File: src/rtl/regfile_port_arbiter.sv
// Register file port arbiter: zero-initialises x1..x31 after reset, then
// grants one write or one two-operand read per cycle with round-robin per class.
module regfile_port_arbiter #(
    parameter int NREAD         = 2,
    parameter int NWRITE        = 2,
    parameter int WR_STREAK_MAX = 4
) (
    input  logic                     clk,
    input  logic                     rst,
    input  logic [NREAD-1:0]         rd_req,
    input  logic [NREAD*5-1:0]       rd_regA,
    input  logic [NREAD*5-1:0]       rd_regB,
    output logic [NREAD-1:0]         rd_gnt,
    output logic [NREAD-1:0]         rd_rsp_valid,
    output logic [31:0]              rd_dataA,
    output logic [31:0]              rd_dataB,
    input  logic [NWRITE-1:0]        wr_req,
    input  logic [NWRITE*5-1:0]      wr_reg,
    input  logic [NWRITE*32-1:0]     wr_data,
    output logic [NWRITE-1:0]        wr_gnt,
    output logic                     init_done,
    output logic [4:0]               rf_regA,
    output logic [4:0]               rf_regB,
    output logic [4:0]               rf_regW,
    output logic [31:0]              rf_dataIn,
    output logic                     rf_we,
    output logic                     rf_re,
    input  logic [31:0]              rf_outA,
    input  logic [31:0]              rf_outB
);

    localparam int RPW = (NREAD > 1) ? $clog2(NREAD) : 1;
    localparam int WPW = (NWRITE > 1) ? $clog2(NWRITE) : 1;
    localparam logic [3:0] SMAX = 4'(WR_STREAK_MAX);

    typedef enum logic [0:0] {
        INIT,
        RUN
    } state_t;

    state_t           r_state;
    state_t           w_state_nxt;
    logic [4:0]       r_init_cnt;
    logic             r_init_done;
    logic [RPW-1:0]   r_rd_ptr;
    logic [RPW-1:0]   w_rd_ptr_nxt;
    logic [WPW-1:0]   r_wr_ptr;
    logic [WPW-1:0]   w_wr_ptr_nxt;
    logic [3:0]       r_streak;
    logic [3:0]       w_streak_nxt;
    logic [NREAD-1:0] r_rsp_valid;

    logic             w_any_rd;
    logic             w_any_wr;
    logic             w_do_wr;
    logic             w_do_rd;
    logic             w_rd_found;
    logic             w_wr_found;
    int               w_rd_idx;
    int               w_wr_idx;

    assign w_any_rd = |rd_req;
    assign w_any_wr = |wr_req;

    // Round-robin: first requester at or after the pointer, wrapping.
    always_comb begin
        w_rd_found = 1'b0;
        w_rd_idx   = 0;
        for (int k = 0; k < NREAD; k++) begin
            if (!w_rd_found && rd_req[(int'(r_rd_ptr) + k) % NREAD]) begin
                w_rd_found = 1'b1;
                w_rd_idx   = (int'(r_rd_ptr) + k) % NREAD;
            end
        end
    end

    always_comb begin
        w_wr_found = 1'b0;
        w_wr_idx   = 0;
        for (int k = 0; k < NWRITE; k++) begin
            if (!w_wr_found && wr_req[(int'(r_wr_ptr) + k) % NWRITE]) begin
                w_wr_found = 1'b1;
                w_wr_idx   = (int'(r_wr_ptr) + k) % NWRITE;
            end
        end
    end

    // Writes win unless a read has waited through a full streak.
    assign w_do_wr = (r_state == RUN) && w_any_wr
                     && !(w_any_rd && (r_streak == SMAX));
    assign w_do_rd = (r_state == RUN) && !w_do_wr && w_any_rd;

    always_comb begin
        w_state_nxt  = r_state;
        w_rd_ptr_nxt = r_rd_ptr;
        w_wr_ptr_nxt = r_wr_ptr;
        w_streak_nxt = r_streak;
        rd_gnt       = '0;
        wr_gnt       = '0;
        rf_regA      = '0;
        rf_regB      = '0;
        rf_regW      = '0;
        rf_dataIn    = '0;
        rf_we        = 1'b0;
        rf_re        = 1'b0;

        if (r_state == INIT) begin
            rf_we   = 1'b1;
            rf_regW = r_init_cnt;
            if (r_init_cnt == 5'd31) begin
                w_state_nxt = RUN;
            end
        end else if (w_do_wr) begin
            wr_gnt[w_wr_idx] = 1'b1;
            rf_we            = 1'b1;
            rf_regW          = wr_reg[5*w_wr_idx +: 5];
            rf_dataIn        = wr_data[32*w_wr_idx +: 32];
            if (w_wr_idx == NWRITE - 1) begin
                w_wr_ptr_nxt = '0;
            end else begin
                w_wr_ptr_nxt = WPW'(w_wr_idx + 1);
            end
        end else if (w_do_rd) begin
            rd_gnt[w_rd_idx] = 1'b1;
            rf_re            = 1'b1;
            rf_regA          = rd_regA[5*w_rd_idx +: 5];
            rf_regB          = rd_regB[5*w_rd_idx +: 5];
            if (w_rd_idx == NREAD - 1) begin
                w_rd_ptr_nxt = '0;
            end else begin
                w_rd_ptr_nxt = RPW'(w_rd_idx + 1);
            end
        end

        if (w_do_wr && w_any_rd) begin
            if (r_streak != SMAX) begin
                w_streak_nxt = r_streak + 4'd1;
            end
        end else if (w_do_rd || !w_any_rd) begin
            w_streak_nxt = '0;
        end
    end

    always_ff @(posedge clk or posedge rst) begin
        if (rst) begin
            r_state     <= INIT;
            r_init_cnt  <= 5'd1;
            r_init_done <= 1'b0;
            r_rd_ptr    <= '0;
            r_wr_ptr    <= '0;
            r_streak    <= '0;
            r_rsp_valid <= '0;
        end else begin
            r_state     <= w_state_nxt;
            r_init_done <= (w_state_nxt == RUN);
            r_rd_ptr    <= w_rd_ptr_nxt;
            r_wr_ptr    <= w_wr_ptr_nxt;
            r_streak    <= w_streak_nxt;
            r_rsp_valid <= rd_gnt;
            if (r_state == INIT) begin
                r_init_cnt <= r_init_cnt + 5'd1;
            end
        end
    end

    assign init_done    = r_init_done;
    assign rd_rsp_valid = r_rsp_valid;
    assign rd_dataA     = (|r_rsp_valid) ? rf_outA : '0;
    assign rd_dataB     = (|r_rsp_valid) ? rf_outB : '0;

endmodule
File: config.mk
export PLATFORM = sky130hd
export DESIGN_NAME = regfile_port_arbiter
export DESIGN_NICKNAME = d
export VERILOG_FILES = /design/src/rtl/regfile_port_arbiter.sv
export SDC_FILE = /design/constraint.sdc
export NUM_CORES = 1
export LEC_CHECK = 0
export CORE_AREA = 2 2 109 111
export CTS_CLUSTER_SIZE = 8
export DETAILED_ROUTE_END_ITERATION = 7
export DIE_AREA = 0 0 111 113
export MAX_ROUTING_LAYER = met4
export PLACE_DENSITY = 0.67
export SYNTH_ARGS = -nofsm -noshare
export SYNTH_HDL_FRONTEND = slang
export SYNTH_SLANG_ARGS = --single-unit
File: constraint.sdc
create_clock -name clk -period 1.9 [get_ports clk]
set_clock_uncertainty 0.2 [all_clocks]
set_input_delay 0.38 -clock clk [delete_from_list [all_inputs] [get_ports clk]]
set_output_delay 0.38 -clock clk [all_outputs]
set_load 0.02 [all_outputs]
==> results.md <==
* GR Util All Layers at 0.1843
* H-tree Lvls at 1
* R2r worst-path depth at 12
* Signal arrival time at the worst endpoint at between 1.5 and 2 ns
* Die Width at 111 microns
* Pleak at 2.981 nW
* Die H at between 100 and 150 microns
* Port buffer count at 283
* DRC at 0
* CP max-delay cell: dfrtp_1
* Post-Syn Nets at 455
* CP max FO at 5
* Initial core utilization at 0.1721
* # fillers at 937
* Insertion delay to the later sink of the worst-skew pair at 0.25 ns
* Syn avg cell area at 6.757 sq um
* Worst path max stage delay at approximately 0.37 ns
* Drt pass-1 iters at 4
* Drt total wl at approximately 13 mm
* Unique masters post-synth at 36
* Internal Power at 2.399 mW
* Status: finished, violations left
* Initial antenna violation count at 0
* # nets final at 795
* Area fraction of the dominant cell type after synthesis at 0.1703
* Core box area at 11270 sq um
* Slew Limit Fails at 0
* RSZ-0062 raised after global routing: yes
* Post-Syn Area at 1939 sq um
* Placer Congestion at between 0.8 and 0.9
* Starting DRT DRC Count at about 120
* Drt via density at 4.349
* CTS max path bufs at 2
* Yosys warns at 0
* Die area at 12540 sq um
* Dpl cells at just over 700
* Fin. Hold Viols at 0
* Largest net degree at the start of global routing at 34
* Worst Path Buf+Inv at 5
* Seq/Total Area, Yosys at 0.1813
* First-pass GRT wire length at 18.55 mm
* Critical path startpoint category: register
* Sink Count at 14
* CP Cell Sequence: inv_2 > ha_4 > and3b_4 > o21ai_4 > buf_12 > buf_12 > buf_6 > nor2_4 > buf_6
* Fin crit period at between 2 and 2.5 ns
* #FFs+latches synth at 14
* Post-synth top area cell: and2b_1
* Post-route ant nets at 0
* Achievable clock frequency at roughly 420 MHz
* Gr ovfl total at 0
* Commonest non-fill, non-tap cells in the layout: 159 x clkdlybuf4s50_1, 125 x buf_6, 68 x nand2_1
* Top cells by area, synth: and2b_1 17%, dfrtp_1 17%, nand2_1 13%
* Final std cells w/o fill at 769
* Max Cap Violations at 0
* WL/cell at 16.41 microns
* Net switching power at 1.497 mW
* CTS Buf Count at 3
* Sequential share of power at 0.092
* Cell family with most CP delay: buffers and inverters
* Number of global-route vias before repair at around 3500
* Clock Pin Slew Worst Setup and Hold Paths at 0.05 ns
* Endpoints failing setup at 115
* Period utilization at 1.246
* Switching share of power at 0.3842
* I/O pin cnt at 284
* Peak VDD IR at 0.4500 mV
* Commonest non-fill, non-tap cell in the layout: clkdlybuf4s50_1
* Area grow syn2layout at 245.5%
* Worst Path Required at around 1.3 ns
* CTS tree: done
* R2R Path End: rd_rsp_valid[0]
* Cells after Synth at 287
* WHS at 0.2752 ns
* Clock power frac at 0.116
* Worst-case headroom to the max-slew limit at 0.6358
* Final worst slack at -0.4669 ns
* Hold_buf cts at 0
* Crit end category: output port
* Worst R2R Setup Slack at -0.31 ns
* Comb pwr share at 0.792
* Rows at 39
* Crit Reg-Reg Startpoint: r_streak[1]
* DP HPWL at a little under 9 mm
* Setup CP Type: reg -> out
* N_diodes at 0
* Via count at 3344
* Power per cell area at 581.4 nW/um^2
* Layout cells sized above 1 at 0.4489
* Pin slew with the least headroom to its limit at between 0.5 and 0.6 ns
* Hold Path Class: in -> async
* Violated checks: setup timing
* Clock root buffer: clkbuf_16
kinds of logic after synthesis:
family	Yosys count	synth area share
XOR/XNOR	3	0.01355
AO/OA/AOI/OAI	59	0.1839
multiplexers	8	0.04516
adder cells (fa/ha/maj)	4	0.02581
buffers and inverters	33	0.09355
flip-flops	14	0.1813
AND/OR/NAND/NOR	166	0.4568
final cells by class:
type                       instances  area (sq um)  area share
clock buffer                       4         88.84     0.01326
inverter                          10         37.54    0.005601
multi-input combinational        240          2131      0.3180
sequential                        14         351.6     0.05246
tap                              143         178.9     0.02670
timing repair buffer             358          3914      0.5840
worst max path at each step:
stage,start,endpoint,cells after the start
2_1_floorplan,r_streak[0],rf_regW[0],8
3_3_place_gp,wr_req[0],rf_regW[4],7
3_5_place_dp,wr_req[1],rf_regW[3],6
4_1_cts,r_streak[1],rf_dataIn[27],10
5_1_grt,r_streak[1],rf_dataIn[12],9
6_report,r_streak[1],rf_regB[4],9
state kept, by name, indices dropped and copies added, names as in the netlist:
signal        cells
rd_rsp_valid      2
r_streak          4
r_rd_ptr          1
r_init_cnt        5
r_wr_ptr          1
init_done         1
cells in the mapped netlist:
cell type	instances
o21ai_1	1
clkbuf_1	6
a221oi_2	1
nand2_1	69
o22ai_1	5
a21oi_1	35
inv_1	10
nor2_1	19
o21ai_2	2
or2_2	1
mux2_4	1
dfstp_2	1
buf_6	5
buf_4	2
or4_4	1
o21ai_0	1
and2b_1	44
and3b_4	1
o31ai_1	1
buf_2	10
or3_1	1
and2_1	1
a21boi_0	1
mux2i_1	5
nand4_1	1
xnor2_1	3
dfrtp_1	13
mux2_2	2
nor3b_1	1
ha_1	4
and3_1	1
nand2b_1	3
a22oi_1	10
nor2b_1	23
a2bb2oi_1	1
o2111ai_1	1
power groups by stage:
| stage | Clock [mW] | Sequential (mW) | Combinational (mW) |
|---|---|---|---|
| floorplan | 0 | 0.364 | 1.22 |
| global placement | 0 | 0.359 | 2.31 |
| detailed placement | 0 | 0.361 | 2.34 |
| CTS | 0.458 | 0.358 | 2.81 |
| global route | 0.468 | 0.366 | 3.24 |
| finish | 0.451 | 0.360 | 3.09 |
per-layer routing:
metal	wire, microns	share of wire	track usage
met5	0	0	-
met2	6826	0.54	0.3411
met3	767	0.061	0.04017
met4	189	0.015	0.03500
met1	4837	0.38	0.2056
per-stage QoR:
| step | setup TNS (ns) | utilization | setup slack (ns) | area (sq um) | power [mW] |
|---|---|---|---|---|---|
| 2_1_floorplan | -1.808 | - | -0.05525 | 2517 | 1.582 |
| 3_3_place_gp | -59.78 | 0.5031 | -0.8839 | 5670 | 2.673 |
| 3_5_place_dp | -61.68 | 0.5031 | -0.9544 | 5670 | 2.701 |
| 4_1_cts | -30.55 | 0.5588 | -0.5251 | 6299 | 3.627 |
| 5_1_grt | -36.36 | 0.5945 | -0.5302 | 6701 | 4.074 |
| 6_report | -29.42 | 0.5945 | -0.4669 | 6701 | 3.896 |
timing repair:
action | in CTS | in global routing
pin swaps | 8 | 5
buffers inserted | 25 | 11
endpoints found under the setup margin | 121 | 117
gates resized for setup | 623 | 153
gates cloned | 10 | 4
Note: power is estimated with default switching activity, not from simulation.
